===== config.mk =====
export PLATFORM = sky130hd
export DESIGN_NAME = attr_palette
export DESIGN_NICKNAME = d
export VERILOG_FILES = /design/src/rtl/attr_palette_pkg.sv /design/src/rtl/attr_blink_timer.sv /design/src/rtl/attr_palette.sv
export SDC_FILE = /design/constraint.sdc
export NUM_CORES = 1
export LEC_CHECK = 0
export ABC_AREA = 1
export CELL_PAD_IN_SITES_DETAIL_PLACEMENT = 1
export CELL_PAD_IN_SITES_GLOBAL_PLACEMENT = 1
export CORE_UTILIZATION = 21
export CTS_BUF_LIST = sky130_fd_sc_hd__clkbuf_2
export DETAILED_ROUTE_END_ITERATION = 7
export MAX_ROUTING_LAYER = met4
export PLACE_DENSITY = 0.91
export SYNTH_ARGS = -nofsm -noshare
export SYNTH_HDL_FRONTEND = slang
export SYNTH_SLANG_ARGS = --single-unit

===== constraint.sdc =====
create_clock -name clk -period 1.3 [get_ports clk]
set_clock_uncertainty 0.15 [all_clocks]
set_input_delay 0.26 -clock clk [delete_from_list [all_inputs] [get_ports clk]]
set_output_delay 0.26 -clock clk [all_outputs]
set_load 0.05 [all_outputs]

===== src/rtl/attr_palette_pkg.sv =====
// Shared constants for the text-mode attribute palette: default VGA colours,
// index width and the channel truncation helper.
package attr_palette_pkg;

    localparam int IDX_W = 4;
    localparam int PAL_N = 16;

    // Entry 15 is listed first so that VGA_PAL[i] is palette entry i.
    localparam logic [PAL_N-1:0][23:0] VGA_PAL = {
        24'hFFFFFF, 24'hFFFF55, 24'hFF55FF, 24'hFF5555,
        24'h55FFFF, 24'h55FF55, 24'h5555FF, 24'h555555,
        24'hAAAAAA, 24'hAA5500, 24'hAA00AA, 24'hAA0000,
        24'h00AAAA, 24'h00AA00, 24'h0000AA, 24'h000000
    };

    // Keeps the top cw bits of each 8-bit channel, packed right-aligned as {R,G,B}.
    function automatic logic [23:0] pal_trunc(input logic [23:0] c, input int cw);
        logic [23:0] r, g, b;
        r = {16'h0, c[23:16]} >> (8 - cw);
        g = {16'h0, c[15:8]}  >> (8 - cw);
        b = {16'h0, c[7:0]}   >> (8 - cw);
        return (r << (2 * cw)) | (g << cw) | b;
    endfunction

endpackage


===== src/rtl/attr_blink_timer.sv =====
// Counts vsync rising edges and toggles blink_phase every BLINK_FRAMES frames.
module attr_blink_timer #(
    parameter int BLINK_FRAMES = 16
) (
    input  logic clk,
    input  logic rst_n,
    input  logic vsync,
    output logic blink_phase
);
    localparam int FW = (BLINK_FRAMES > 1) ? $clog2(BLINK_FRAMES) : 1;

    logic          vsync_q;
    logic [FW-1:0] frame_cnt;
    logic          frame_tick;

    // A vsync held high yields exactly one tick.
    assign frame_tick = vsync & ~vsync_q;

    always_ff @(posedge clk) begin
        if (!rst_n) begin
            vsync_q     <= 1'b0;
            frame_cnt   <= '0;
            blink_phase <= 1'b0;
        end else begin
            vsync_q <= vsync;
            if (frame_tick) begin
                if (frame_cnt == FW'(BLINK_FRAMES - 1)) begin
                    frame_cnt   <= '0;
                    blink_phase <= ~blink_phase;
                end else begin
                    frame_cnt <= frame_cnt + 1'b1;
                end
            end
        end
    end

endmodule


===== src/rtl/attr_palette.sv =====
// Attribute-to-RGB pixel stage: index select, blink/bright handling, palette lookup.
// ATTR_PALETTE_PROG_EN makes the palette CPU-writable; otherwise it is a constant ROM.
module attr_palette
    import attr_palette_pkg::*;
#(
    parameter int CW           = 8,
    parameter int BLINK_FRAMES = 16
) (
    input  logic              clk,
    input  logic              rst_n,
    input  logic              vsync,
    input  logic              blink_en,
    input  logic              in_valid,
    input  logic [7:0]        attribute,
    input  logic              glyph_bit,
    output logic              out_valid,
    output logic [3*CW-1:0]   out_rgb,
    output logic              blink_phase,
    input  logic              pal_we,
    input  logic [IDX_W-1:0]  pal_addr,
    input  logic [3*CW-1:0]   pal_wdata,
    output logic [3*CW-1:0]   pal_rdata
);
    localparam int PW     = 3 * CW;
    localparam int STAGES = 2;

    logic [PAL_N-1:0][PW-1:0] rom;
    logic [PAL_N-1:0][PW-1:0] pal;
    logic [STAGES:1]          vld_pipe;
    logic [IDX_W-1:0]         idx_q;
    logic [IDX_W-1:0]         bg_idx;
    logic [IDX_W-1:0]         col_idx;
    logic                     hidden;

    always_comb begin
        rom = '0;
        for (int i = 0; i < PAL_N; i++)
            rom[i] = PW'(pal_trunc(VGA_PAL[i], CW));
    end

`ifdef ATTR_PALETTE_PROG_EN
    // Non-blocking update gives read-before-write for both the lookup and pal_rdata.
    always_ff @(posedge clk) begin
        if (!rst_n)
            pal <= rom;
        else if (pal_we)
            pal[pal_addr] <= pal_wdata;
    end
`else
    logic unused_wr;
    assign unused_wr = ^{pal_we, pal_wdata};
    assign pal       = rom;
`endif

    attr_blink_timer #(.BLINK_FRAMES(BLINK_FRAMES)) u_blink (
        .clk         (clk),
        .rst_n       (rst_n),
        .vsync       (vsync),
        .blink_phase (blink_phase)
    );

    always_comb begin
        hidden  = blink_en & attribute[7] & blink_phase;
        bg_idx  = blink_en ? {1'b0, attribute[6:4]} : attribute[7:4];
        col_idx = (glyph_bit & ~hidden) ? attribute[3:0] : bg_idx;
    end

    always_ff @(posedge clk) begin
        if (!rst_n) begin
            vld_pipe  <= '0;
            idx_q     <= '0;
            out_rgb   <= '0;
            pal_rdata <= '0;
        end else begin
            vld_pipe  <= {vld_pipe[1], in_valid};
            idx_q     <= col_idx;
            pal_rdata <= pal[pal_addr];
            // Colour holds across invalid cycles.
            if (vld_pipe[1])
                out_rgb <= pal[idx_q];
        end
    end

    assign out_valid = vld_pipe[STAGES];

endmodule


==> results.sh <==
export IMPL_dieArea_sq_um=5570
export IMPL_period_needed_ns=1.45
export IMPL_synth_edf_count=0
export IMPL_cp_start_kind="flip-flop"
export IMPL_muxShareOfSynthArea_pct=0
export IMPL_post_dp_cell_area_sq_um=2150
export IMPL_avgSynthCellArea_sq_um=7.80
export IMPL_via_per_inst=3.88
export IMPL_slew_viol_final=0
export IMPL_status="complete, but fails checks"
export IMPL_cts_max_level=1
export IMPL_setup_viol=48
export IMPL_ys_seq_elements=22
export IMPL_synth_top_area_cell="dfxtp_1"
export IMPL_irDropWorstVdd_uv=287
export IMPL_grt_max_degree=13
export IMPL_clk_pin_slew_ns=0.19
export IMPL_die_y_um=74.6
export IMPL_reg2reg_slack_ns=0.10
export IMPL_start_util_pct=21.7
export IMPL_async_flop_share_pct=0
export IMPL_rr_startpoint="u_blink.frame_cnt[0]"
export IMPL_crit_fanout=8
export IMPL_drive_gt1_share_pct=44.2
export IMPL_ys_seq_area_share_pct=39.8
export IMPL_worst_pin_slew_ns=0.243
export IMPL_fin_crit_sh_pct=111
export IMPL_grt_pass1_vias=976
export IMPL_synth_compound_area_share_pct=7.80
export IMPL_hold_depth=3
export IMPL_critPathKind="reg2out"
export IMPL_cap_violations=0
export IMPL_post_synth_num_cell_types=19
export IMPL_drtPass1Iterations=4
export IMPL_required_ns=0.89
export IMPL_cts_sinks=22
export IMPL_num_io_pins=93
export IMPL_clock_latency_ns=0.33
export IMPL_numCtsBuffers=3
export IMPL_dp_hpwl_um=2400
export IMPL_drt_iter0_markers=17
export IMPL_synth_area_sq_um=1110
export IMPL_hold_path_startpoint="in_valid"
export IMPL_p_per_area_nw_per_um2=797
export IMPL_synth_fp_nets=186
export IMPL_gp_congestion=0.702
export IMPL_n_fill_cell=558
export IMPL_cpPeakStageDelay_ns=0.40
export IMPL_core_area_sq_um=5110
export IMPL_synth_most_common_cell="buf_4"
export IMPL_port_buffers=67
export IMPL_grt_overflow_total=0
export IMPL_ys_warn_count=0
export IMPL_syn_to_final_growth_pct=99.0
export IMPL_cp_cell_sequence="buf_12 > buf_12"
export IMPL_yosys_area_share_simple_pct=18.6
export IMPL_insertedDiodeCount=0
export IMPL_hold_path_end="vld_pipe[1]"
export IMPL_drt_drc_violations_left=0
export IMPL_rsz0062_at_grt="true"
export IMPL_synth_top_area_share_pct=39.8
export IMPL_clock_root_buffer="clkbuf_2"
export IMPL_dieWidth_um=74.6
export IMPL_tns_ns=-4.13
export IMPL_synth_flop_cell="dfxtp_1"
export IMPL_fin_ws_ns=-0.149
export IMPL_ctsLongestPathBuffers=2
export IMPL_synthAdderAreaFrac_pct=1.13
export IMPL_synth_top_cells_by_count="buf_4 (38), nand2_1 (23), dfxtp_1 (22)"
export IMPL_wl_per_cell_um=11.1
export IMPL_synthXorXnorAreaFrac_pct=0.791
export IMPL_cp_common_cell="buf_12"
export IMPL_fin_cells=251
export IMPL_worst_r2r_path_depth=6
export IMPL_violations="setup timing"
export IMPL_routed_wirelength_um=2770
export IMPL_grt_pass1_wl_um=4260
export IMPL_fmax_ghz=0.690
export IMPL_relSlewSlack_pct=83.8
export IMPL_ctsHoldBuffers=0
export IMPL_cts_resized_gates=11
export IMPL_num_vias=973
export IMPL_cts_setup_buffers=0
export IMPL_timing_hold_worst_class="in2reg"
export IMPL_fp_row_count=26
export IMPL_synth_cells=142
export IMPL_grt_use_total_pct=10.6
export IMPL_dp_cells=247
export IMPL_synth_area_top_cells="dfxtp_1 (40%), buf_4 (26%), nand2_1 (7.8%)"
export IMPL_cts_tree="yes"
export IMPL_synth_top_family_by_area="buffers and inverters"
export IMPL_power_total_mw=1.76
export IMPL_final_cell_area_sq_um=2200
export IMPL_crit_path_end_kind="output port"
export IMPL_ant_nets=0
export IMPL_cp_arrival_ns=1.04
export IMPL_reg2reg_to="u_blink.frame_cnt[3]"
export IMPL_finalHoldViolCount=0
export IMPL_antenna_found_initial=0
export IMPL_cp_slowest_cell="dfxtp_2"
export IMPL_fin_nets=226
export IMPL_p_leak_nw=0.940
-- worst max-delay path, delay by kind of cell, from the launching register on --
kind / cells / cell delay, ns
DFF: 1 / 0.40
buffers and inverters: 2 / 0.30
-- sequential cells by signal (all words and copies together), names as in the netlist --
signal and cells:
idx_q 4, out_rgb 5, pal_rdata 5, u_blink.blink_phase 1
u_blink.frame_cnt 4, u_blink.vsync_q 1, vld_pipe 2
-- logic make-up (layout without fill, tap and decap cells) --
| family | count (synthesis) | in the layout |
|---|---|---|
| adder cells (fa/ha/maj) | 1 | 1 |
| XOR/XNOR | 1 | 1 |
| AND/OR/NAND/NOR | 49 | 49 |
| flip-flops | 22 | 22 |
| AO/OA/AOI/OAI | 15 | 15 |
| buffers and inverters | 54 | 93 |
-- how the worst max path moves through the flow --
stage | from | to | cells past startpoint
floorplan | out_rgb[20] | out_rgb[16] | 1
global placement | vsync | u_blink.frame_cnt[3] | 6
detailed placement | vsync | u_blink.frame_cnt[3] | 6
CTS | pal_rdata[22] | pal_rdata[16] | 1
global route | out_rgb[20] | out_rgb[22] | 2
finish | out_rgb[20] | out_rgb[22] | 2
-- final cells by class --
class	count	area (sq um)	area share (%)
Inverter	15	56.3	2.56
Clock buffer	3	15.0	0.681
Sequential cell	22	483	21.9
Timing Repair Buffer	74	1240	56.1
Multi-Input combinational cell	66	322	14.6
Tap cell	70	87.6	3.98
Clock inverter	1	3.75	0.170
-- metrics by stage --
| step | setup slack, ns | util (%) | hold slack, ns |
|---|---|---|---|
| floorplan | 0.0973 | - | 0.203 |
| global placement | -0.182 | 42.1 | 0.321 |
| detailed placement | -0.206 | 42.1 | 0.327 |
| CTS | -0.184 | 42.9 | 0.255 |
| global route | -0.196 | 43.1 | 0.285 |
| finish | -0.149 | 43.1 | 0.277 |
-- placed cells by master, fill, tap and decap left out, drive strengths merged --
master and instances:
nand3b 1, ha 1, clkbuf 3, nand4 1, a21oi 4, a211oi 1, clkdlybuf4s50 17, nand2 23
o21bai 1, a31oi 1, nor2 19, clkinv 1, o21ai 8, xor2 1, buf 57, dfxtp 22
inv 15, nand3 5
-- power by group --
group,switching (mW),internal (mW),total (mW)
Sequential,0.0697,0.702,0.772
Combinational,0.359,0.354,0.713
Clock,0.204,0.0669,0.271
-- layer usage --
layer | routed length [um] | global-route usage (%) | vias up
li1 | - | - | 477
met1 | 1010 | 10.1 | 446
met3 | 147 | 1.34 | 5
met4 | 50 | 5.03 | 0
met2 | 1560 | 20.6 | 45
met5 | 0 | - | -
Power figures use the tool's default switching activity.
